### src/rtl/exec_fwd_reg_pkg.sv
// Shared types for the execute-to-forwarding pipeline register: FU ids,
// per-slot destination tags, the FU result bundle and the register's state.
package exec_fwd_reg_pkg;

   localparam int DATA_W = 32;
   localparam int REG_W  = 5;

   typedef enum logic [2:0] {
      FU_NONE = 3'd0,
      FU_ALU1 = 3'd1,
      FU_ALU2 = 3'd2,
      FU_BRU  = 3'd3,
      FU_MMU  = 3'd4,
      FU_HILO = 3'd5
   } fu_t;

   typedef struct packed {
      logic [REG_W-1:0] target_reg;
      fu_t              fu;
      logic             we;
   } exec_reg_t;

   typedef struct packed {
      logic [DATA_W-1:0] alu1_result;
      logic [DATA_W-1:0] alu2_result;
      logic [DATA_W-1:0] bru_link_pc;
      logic [DATA_W-1:0] mmu_result;
      logic [DATA_W-1:0] hilo_result;
   } exec_result_t;

   typedef enum logic [1:0] {
      EMPTY    = 2'd0,
      WAIT_MMU = 2'd1,
      HOLD     = 2'd2,
      DISCARD  = 2'd3
   } exec_fwd_state_t;

   localparam exec_reg_t EXEC_REG_RESET = '{target_reg: '0, fu: FU_NONE, we: 1'b0};

   // A slot only waits on the MMU when it will actually write a register.
   function automatic logic needs_mmu(exec_reg_t r);
      return (r.fu == FU_MMU) && r.we;
   endfunction

endpackage

### src/rtl/exec_fwd_reg_if.sv
// Execute-bundle input, MMU load-data return and forwarding output of the
// exec_fwd_reg pipeline register, bundled as one interface.
interface exec_fwd_reg_if;
   import exec_fwd_reg_pkg::*;

   // Handshakes are strict valid/ready: a transfer happens on a rising clk edge
   // where valid and ready are both high; the producer keeps valid and its
   // payload stable until then, and ready may depend combinationally on the
   // consumer's ready. mmu_data_valid is a one-cycle strobe with no ready.
   logic              in_valid;
   logic              in_ready;
   exec_reg_t         in_reg1;
   exec_reg_t         in_reg2;
   logic [DATA_W-1:0] in_alu1_result;
   logic [DATA_W-1:0] in_alu2_result;
   logic [DATA_W-1:0] in_bru_link_pc;
   logic [DATA_W-1:0] in_hilo_result;
   logic              mmu_data_valid;
   logic [DATA_W-1:0] mmu_data;
   logic              out_valid;
   logic              out_ready;
   exec_result_t      exec_result;
   exec_reg_t         exec_reg1;
   exec_reg_t         exec_reg2;

   modport master (
      output in_valid, in_reg1, in_reg2, in_alu1_result, in_alu2_result,
             in_bru_link_pc, in_hilo_result, mmu_data_valid, mmu_data, out_ready,
      input  in_ready, out_valid, exec_result, exec_reg1, exec_reg2
   );

   modport slave (
      input  in_valid, in_reg1, in_reg2, in_alu1_result, in_alu2_result,
             in_bru_link_pc, in_hilo_result, mmu_data_valid, mmu_data, out_ready,
      output in_ready, out_valid, exec_result, exec_reg1, exec_reg2
   );

endinterface

### src/rtl/exec_fwd_reg.sv
// Pipeline register between the execute FUs and the delayed-exec ALU stage:
// holds one bundle of tags and FU results, waiting out variable MMU latency.
module exec_fwd_reg
   import exec_fwd_reg_pkg::*;
(
   input  logic            clk,
   input  logic            resetn,
   input  logic            flush,
   exec_fwd_reg_if.slave   bus,
   output exec_fwd_state_t dbg_state
);

   exec_fwd_state_t state;
   logic            out_valid;
   exec_result_t    result;
   exec_reg_t       reg1;
   exec_reg_t       reg2;
   logic            ready;
   logic            accept;
   logic            needs;

   always_comb begin
      ready = 1'b0;
      case (state)
         EMPTY:   ready = 1'b1;
         HOLD:    ready = bus.out_ready;
         default: ready = 1'b0;
      endcase
   end

   assign accept = bus.in_valid && ready && !flush;
   assign needs  = needs_mmu(bus.in_reg1) || needs_mmu(bus.in_reg2);

   always_ff @(posedge clk or negedge resetn) begin
      if (!resetn) begin
         state     <= EMPTY;
         out_valid <= 1'b0;
         result    <= '0;
         reg1      <= EXEC_REG_RESET;
         reg2      <= EXEC_REG_RESET;
      end else begin
         case (state)
            EMPTY, HOLD: begin
               if (flush) begin
                  state     <= EMPTY;
                  out_valid <= 1'b0;
                  reg1.we   <= 1'b0;
                  reg2.we   <= 1'b0;
               end else if (accept) begin
                  reg1               <= bus.in_reg1;
                  reg2               <= bus.in_reg2;
                  result.alu1_result <= bus.in_alu1_result;
                  result.alu2_result <= bus.in_alu2_result;
                  result.bru_link_pc <= bus.in_bru_link_pc;
                  result.hilo_result <= bus.in_hilo_result;
                  // Non-MMU bundles leave the last MMU value in place.
                  if (!needs) begin
                     state     <= HOLD;
                     out_valid <= 1'b1;
                  end else if (bus.mmu_data_valid) begin
                     result.mmu_result <= bus.mmu_data;
                     state             <= HOLD;
                     out_valid         <= 1'b1;
                  end else begin
                     state     <= WAIT_MMU;
                     out_valid <= 1'b0;
                  end
               end else if ((state == HOLD) && bus.out_ready) begin
                  state     <= EMPTY;
                  out_valid <= 1'b0;
                  reg1.we   <= 1'b0;
                  reg2.we   <= 1'b0;
               end
            end
            WAIT_MMU: begin
               if (flush) begin
                  // Data still in flight for the dead bundle must be swallowed.
                  state   <= bus.mmu_data_valid ? EMPTY : DISCARD;
                  reg1.we <= 1'b0;
                  reg2.we <= 1'b0;
               end else if (bus.mmu_data_valid) begin
                  result.mmu_result <= bus.mmu_data;
                  state             <= HOLD;
                  out_valid         <= 1'b1;
               end
            end
            DISCARD: begin
               if (!flush && bus.mmu_data_valid) begin
                  state <= EMPTY;
               end
            end
            default: state <= EMPTY;
         endcase
      end
   end

   assign bus.in_ready    = ready;
   assign bus.out_valid   = out_valid;
   assign bus.exec_result = result;
   assign bus.exec_reg1   = reg1;
   assign bus.exec_reg2   = reg2;
   assign dbg_state       = state;

   a_single_mmu_slot: assert property (@(posedge clk) disable iff (!resetn)
      accept |-> !(needs_mmu(bus.in_reg1) && needs_mmu(bus.in_reg2)));

endmodule
### src/flat_wrapper.sv
// flat-port wrapper written by rule: the top's interface ports become plain ports
module exec_fwd_reg_flat import exec_fwd_reg_pkg::*;
  (clk, resetn, flush, dbg_state, bus_in_valid, bus_in_reg1, bus_in_reg2, bus_in_alu1_result, bus_in_alu2_result, bus_in_bru_link_pc, bus_in_hilo_result, bus_mmu_data_valid, bus_mmu_data, bus_out_ready, bus_in_ready, bus_out_valid, bus_exec_result, bus_exec_reg1, bus_exec_reg2);
  exec_fwd_reg_if bus_i ();
  input  logic clk;
  input  logic resetn;
  input  logic flush;
  output exec_fwd_state_t dbg_state;
  input wire logic [$bits(bus_i.in_valid)-1:0] bus_in_valid;
  input wire logic [$bits(bus_i.in_reg1)-1:0] bus_in_reg1;
  input wire logic [$bits(bus_i.in_reg2)-1:0] bus_in_reg2;
  input wire logic [$bits(bus_i.in_alu1_result)-1:0] bus_in_alu1_result;
  input wire logic [$bits(bus_i.in_alu2_result)-1:0] bus_in_alu2_result;
  input wire logic [$bits(bus_i.in_bru_link_pc)-1:0] bus_in_bru_link_pc;
  input wire logic [$bits(bus_i.in_hilo_result)-1:0] bus_in_hilo_result;
  input wire logic [$bits(bus_i.mmu_data_valid)-1:0] bus_mmu_data_valid;
  input wire logic [$bits(bus_i.mmu_data)-1:0] bus_mmu_data;
  input wire logic [$bits(bus_i.out_ready)-1:0] bus_out_ready;
  output wire logic [$bits(bus_i.in_ready)-1:0] bus_in_ready;
  output wire logic [$bits(bus_i.out_valid)-1:0] bus_out_valid;
  output wire logic [$bits(bus_i.exec_result)-1:0] bus_exec_result;
  output wire logic [$bits(bus_i.exec_reg1)-1:0] bus_exec_reg1;
  output wire logic [$bits(bus_i.exec_reg2)-1:0] bus_exec_reg2;
  assign bus_i.in_valid = bus_in_valid;
  assign bus_i.in_reg1 = bus_in_reg1;
  assign bus_i.in_reg2 = bus_in_reg2;
  assign bus_i.in_alu1_result = bus_in_alu1_result;
  assign bus_i.in_alu2_result = bus_in_alu2_result;
  assign bus_i.in_bru_link_pc = bus_in_bru_link_pc;
  assign bus_i.in_hilo_result = bus_in_hilo_result;
  assign bus_i.mmu_data_valid = bus_mmu_data_valid;
  assign bus_i.mmu_data = bus_mmu_data;
  assign bus_i.out_ready = bus_out_ready;
  assign bus_in_ready = bus_i.in_ready;
  assign bus_out_valid = bus_i.out_valid;
  assign bus_exec_result = bus_i.exec_result;
  assign bus_exec_reg1 = bus_i.exec_reg1;
  assign bus_exec_reg2 = bus_i.exec_reg2;
  exec_fwd_reg u_core (.clk(clk), .resetn(resetn), .flush(flush), .bus(bus_i), .dbg_state(dbg_state));
endmodule
### config.mk
export PLATFORM = sky130hd
export DESIGN_NAME = exec_fwd_reg_flat
export DESIGN_NICKNAME = d
export VERILOG_FILES = /design/src/rtl/exec_fwd_reg_pkg.sv /design/src/rtl/exec_fwd_reg_if.sv /design/src/rtl/exec_fwd_reg.sv /design/src/flat_wrapper.sv
export SDC_FILE = /design/constraint.sdc
export NUM_CORES = 1
export LEC_CHECK = 0
export ABC_CLOCK_PERIOD_IN_PS = 2450
export CAP_MARGIN = 20
export CORE_MARGIN = 4
export CORE_UTILIZATION = 40
export DETAILED_ROUTE_END_ITERATION = 8
export PLACE_DENSITY = 0.88
export SETUP_SLACK_MARGIN = 0.3
export SYNTH_ARGS = -nofsm -noshare
export SYNTH_HDL_FRONTEND = slang
export SYNTH_SLANG_ARGS = --single-unit
export TNS_END_PERCENT = 20
### constraint.sdc
create_clock -name clk -period 2.45 [get_ports clk]
set_clock_uncertainty 0.15 [all_clocks]
set_input_delay 0.49 -clock clk [delete_from_list [all_inputs] [get_ports clk]]
set_output_delay 0.49 -clock clk [all_outputs]
set_load 0.01 [all_outputs]
==> results.md <==
* DR vias at between 5000 and 6000
* Cell Int Power at 6.99 mW
* Final setup vio count at 0
* Delay-heaviest family, CP: buffers and inverters
* Crit Path Category: in2reg
* Starting Density at slightly above 40%
* Clock buffer depth at 2
* Rows at 48
* Wire per inst at approximately 19 um
* Post-layout nets at 994
* Flop pwr share at between 40% and 50%
* Top Ports at ~370
* #FFs+latches synth at approximately 180
* Total Power at between 9 and 10 mW
* Post-Route WL at between 15 and 20 mm
* ANT nets after route at 0
* DRC viols at 0
* Slew headroom at roughly two thirds
* HPWL after detailed placement at around 16 mm
* Clk root buf: clkbuf_16
* Critical Path RT at about 2600 ps
* Core Footprint at around 17000 sq um
* Worst-skew pair later-pin latency at between 400 and 500 ps
* Post-Synthesis Cell Area at 7040 sq um
* GPL Wtd Cong at about 0.86
* First-pass GRT wire length at just over 30 mm
* Clock power share at around 28%
* Ratio of final minimum period to clock period at 88.7%
* CTS tree: yes
* Reg clk slew, reported paths at 70 ps
* Iteration-0 DRC Markers at 104
* Syn Area/Cell at 17.1 sq um
* Fin area at 11800 sq um
* Syn_nets at 596
* Antenna violations before repair at 0
* Fmax achieved at ~460 MHz
* Minimum clock period at around 2200 ps
* Sequence of cells on the critical path: clkdlybuf4s50_1, and4bb_2, nor2_1, o41ai_4, buf_4, buf_6, mux2_4
* Critical Path End Type: register
* Largest net degree at the start of global routing at 60
* Total grt overflow at 0
* H-tree depth reported by CTS at 4
* Area of the die at between 15000 and 20000 sq um
* First drt pass iteration count at 4
* Worst-margin pin slew at 492 ps
* Post-Route Utilization at 68.0%
* Logic pwr share at a little under a third
* Synthesized netlist cell count at 412
* Num CTS Buffers at 17
* Max-cap check violation count at 0
* Gr busiest metal: met2
* Buffer and inverter count on the worst path at 3
* Yosys warnings at 0
* CP max FO at 16
* Post-placement cell area at about 11000 sq um
* Final TNS setup at 0 ps
* Status: finished, final reports clean
* Buffers on Ports at 365
* Seq/Total Area, Yosys at 64.3%
* Most frequent cells in the layout: clkdlybuf4s50_1 (363), dfrtp_1 (179), mux2_2 (146)
* Power per Cell Area at 805 nW/um^2
* Vias in the first global route at approximately 5800
* Most common cell after layout, fill and taps aside: clkdlybuf4s50_1
* # clock sinks at 181
* Antenna cells at 0
* GR Util met3 at 6.89%
* Syn-to-layout area delta at 67.1%
* Die Span Y at 141 um
* Layout cells sized above 1 at a little under a third
* M2 GR Usage at 35.3%
* RSZ-0062 raised after global routing: true
* LEAKAGE at about 5 nW
* Setup crit start kind: input pin
* Width of the chip at roughly 140 um
* Switching Fraction at a little over a quarter
* NetSw at roughly 2.5 mW
* Filler Cell Count at between 1000 and 1500
* Gr usage total at around a fifth
* Max Slew Vio Count at 0
* Netlist cell types at 28
* Worst vdd ir at between 0.4 and 0.5 mV
* Grt met1 use at 22.4%
* Worst stage delay on the critical path at 450 ps
* Hold WC Path Type: reg2reg
* Slowest CP cell: clkdlybuf4s50_1
* Final Hold Fails at 0
* Drt via density at between 4 and 5
* Worst Path Arrival at 2320 ps
-- cell type report --
cell class	count	area, sq um	share of cell area [%]
clock buffers	19	433	3.68
clock inverters	12	144	1.22
inverters	2	7.51	0.0638
multi-input cells	208	2350	20.0
flip-flops and latches	181	4530	38.5
well taps	225	282	2.39
repair buffers	400	4020	34.1
-- power by group through the flow --
stage          logic [mW]  registers (mW)  clock network, mW
6_report             2.85            3.93               2.69
5_1_grt              3.02            4.02               2.86
4_1_cts              2.89            3.94               2.75
3_5_place_dp         2.88            3.98                  0
3_3_place_gp         2.81            3.95                  0
2_1_floorplan       0.749            4.23                  0
-- worst paths after layout --
path                                                                 to  cells past startpoint                               startpoint  slack [ps]
worst max-delay path             u_core.bus.exec_result[36]$_DFFE_PN0P_                      7                           bus_in_reg1[2]         280
worst min-delay path            u_core.bus.exec_result[108]$_DFFE_PN0P_                      1  u_core.bus.exec_result[108]$_DFFE_PN0P_         360
worst max register to register   u_core.bus.exec_result[36]$_DFFE_PN0P_                      5          u_core.dbg_state[1]$_DFFE_PN0P_         410
worst min register to register  u_core.bus.exec_result[108]$_DFFE_PN0P_                      1  u_core.bus.exec_result[108]$_DFFE_PN0P_         360
max in group asynchronous        u_core.bus.exec_result[82]$_DFFE_PN0P_                      3                                   resetn         980
min in group asynchronous              u_core.bus.out_valid$_DFFE_PN0P_                      2                                   resetn         460
-- state kept, by name, indices dropped and copies added (netlist names) --
register and cells:
u_core.bus.out_valid 1, u_core.bus.exec_reg1 9, u_core.bus.exec_result 160, u_core.dbg_state 2, u_core.bus.exec_reg2 9
-- Yosys cell counts (all sizes together) --
library cell	instances	share of area, %
o41ai	1	0.39
mux2	176	30
o21bai	1	0.11
a211oi	2	0.21
and2b	1	0.14
buf	21	2.3
nand3	1	0.071
nor2	3	0.16
inv	2	0.11
a21oi	3	0.21
nor4	1	0.089
o21ai	1	0.071
a22o	2	0.25
a21bo	1	0.14
nor2b	1	0.089
a2bb2oi	1	0.12
o21a	1	0.11
nand2	5	0.27
a221o	1	0.14
and4bb	2	0.36
nor3	1	0.14
nand2b	1	0.20
o31a	1	0.12
dfrtp	181	64
xnor2	1	0.12
-- worst reg2reg max path, delay by kind of cell, from the launching register on --
| family | cells | cell delay [ps] |
|---|---|---|
| mux | 1 | 330 |
| simple gates | 1 | 220 |
| compound gates | 1 | 330 |
| flops | 1 | 460 |
| buf+inv | 2 | 440 |
-- cells by family after synthesis --
group | Yosys count | synth area share (%)
mux | 176 | 29.8
compound gates | 15 | 1.88
flops | 181 | 64.3
xor+xnor | 1 | 0.124
simple gates | 16 | 1.51
buf+inv | 23 | 2.38
-- per-stage QoR --
step                setup WS (ps)  instances  hold slack (ps)
floorplan                     384        412             44.4
global placement             -192       1010              324
detailed placement           -185       1010              327
CTS                           229       1042              359
global route                  263       1047              369
finish                        276       1047              356
-- routing by layer --
metal / part of all wire, % / routed length, um
met1: 37 / 7320
met2: 51 / 10300
met3: 8.4 / 1690
met4: 3.6 / 717
met5: 0 / 0
-- timing repair --
item,CTS,global route
pin swaps,0,1
setup endpoints to repair,10,35
endpoints found under the hold margin,47,0
setup buffers,0,3
gates resized for setup,2,4
hold buffers,1,0
cloned,0,2
(Power assumes the default switching activity.)
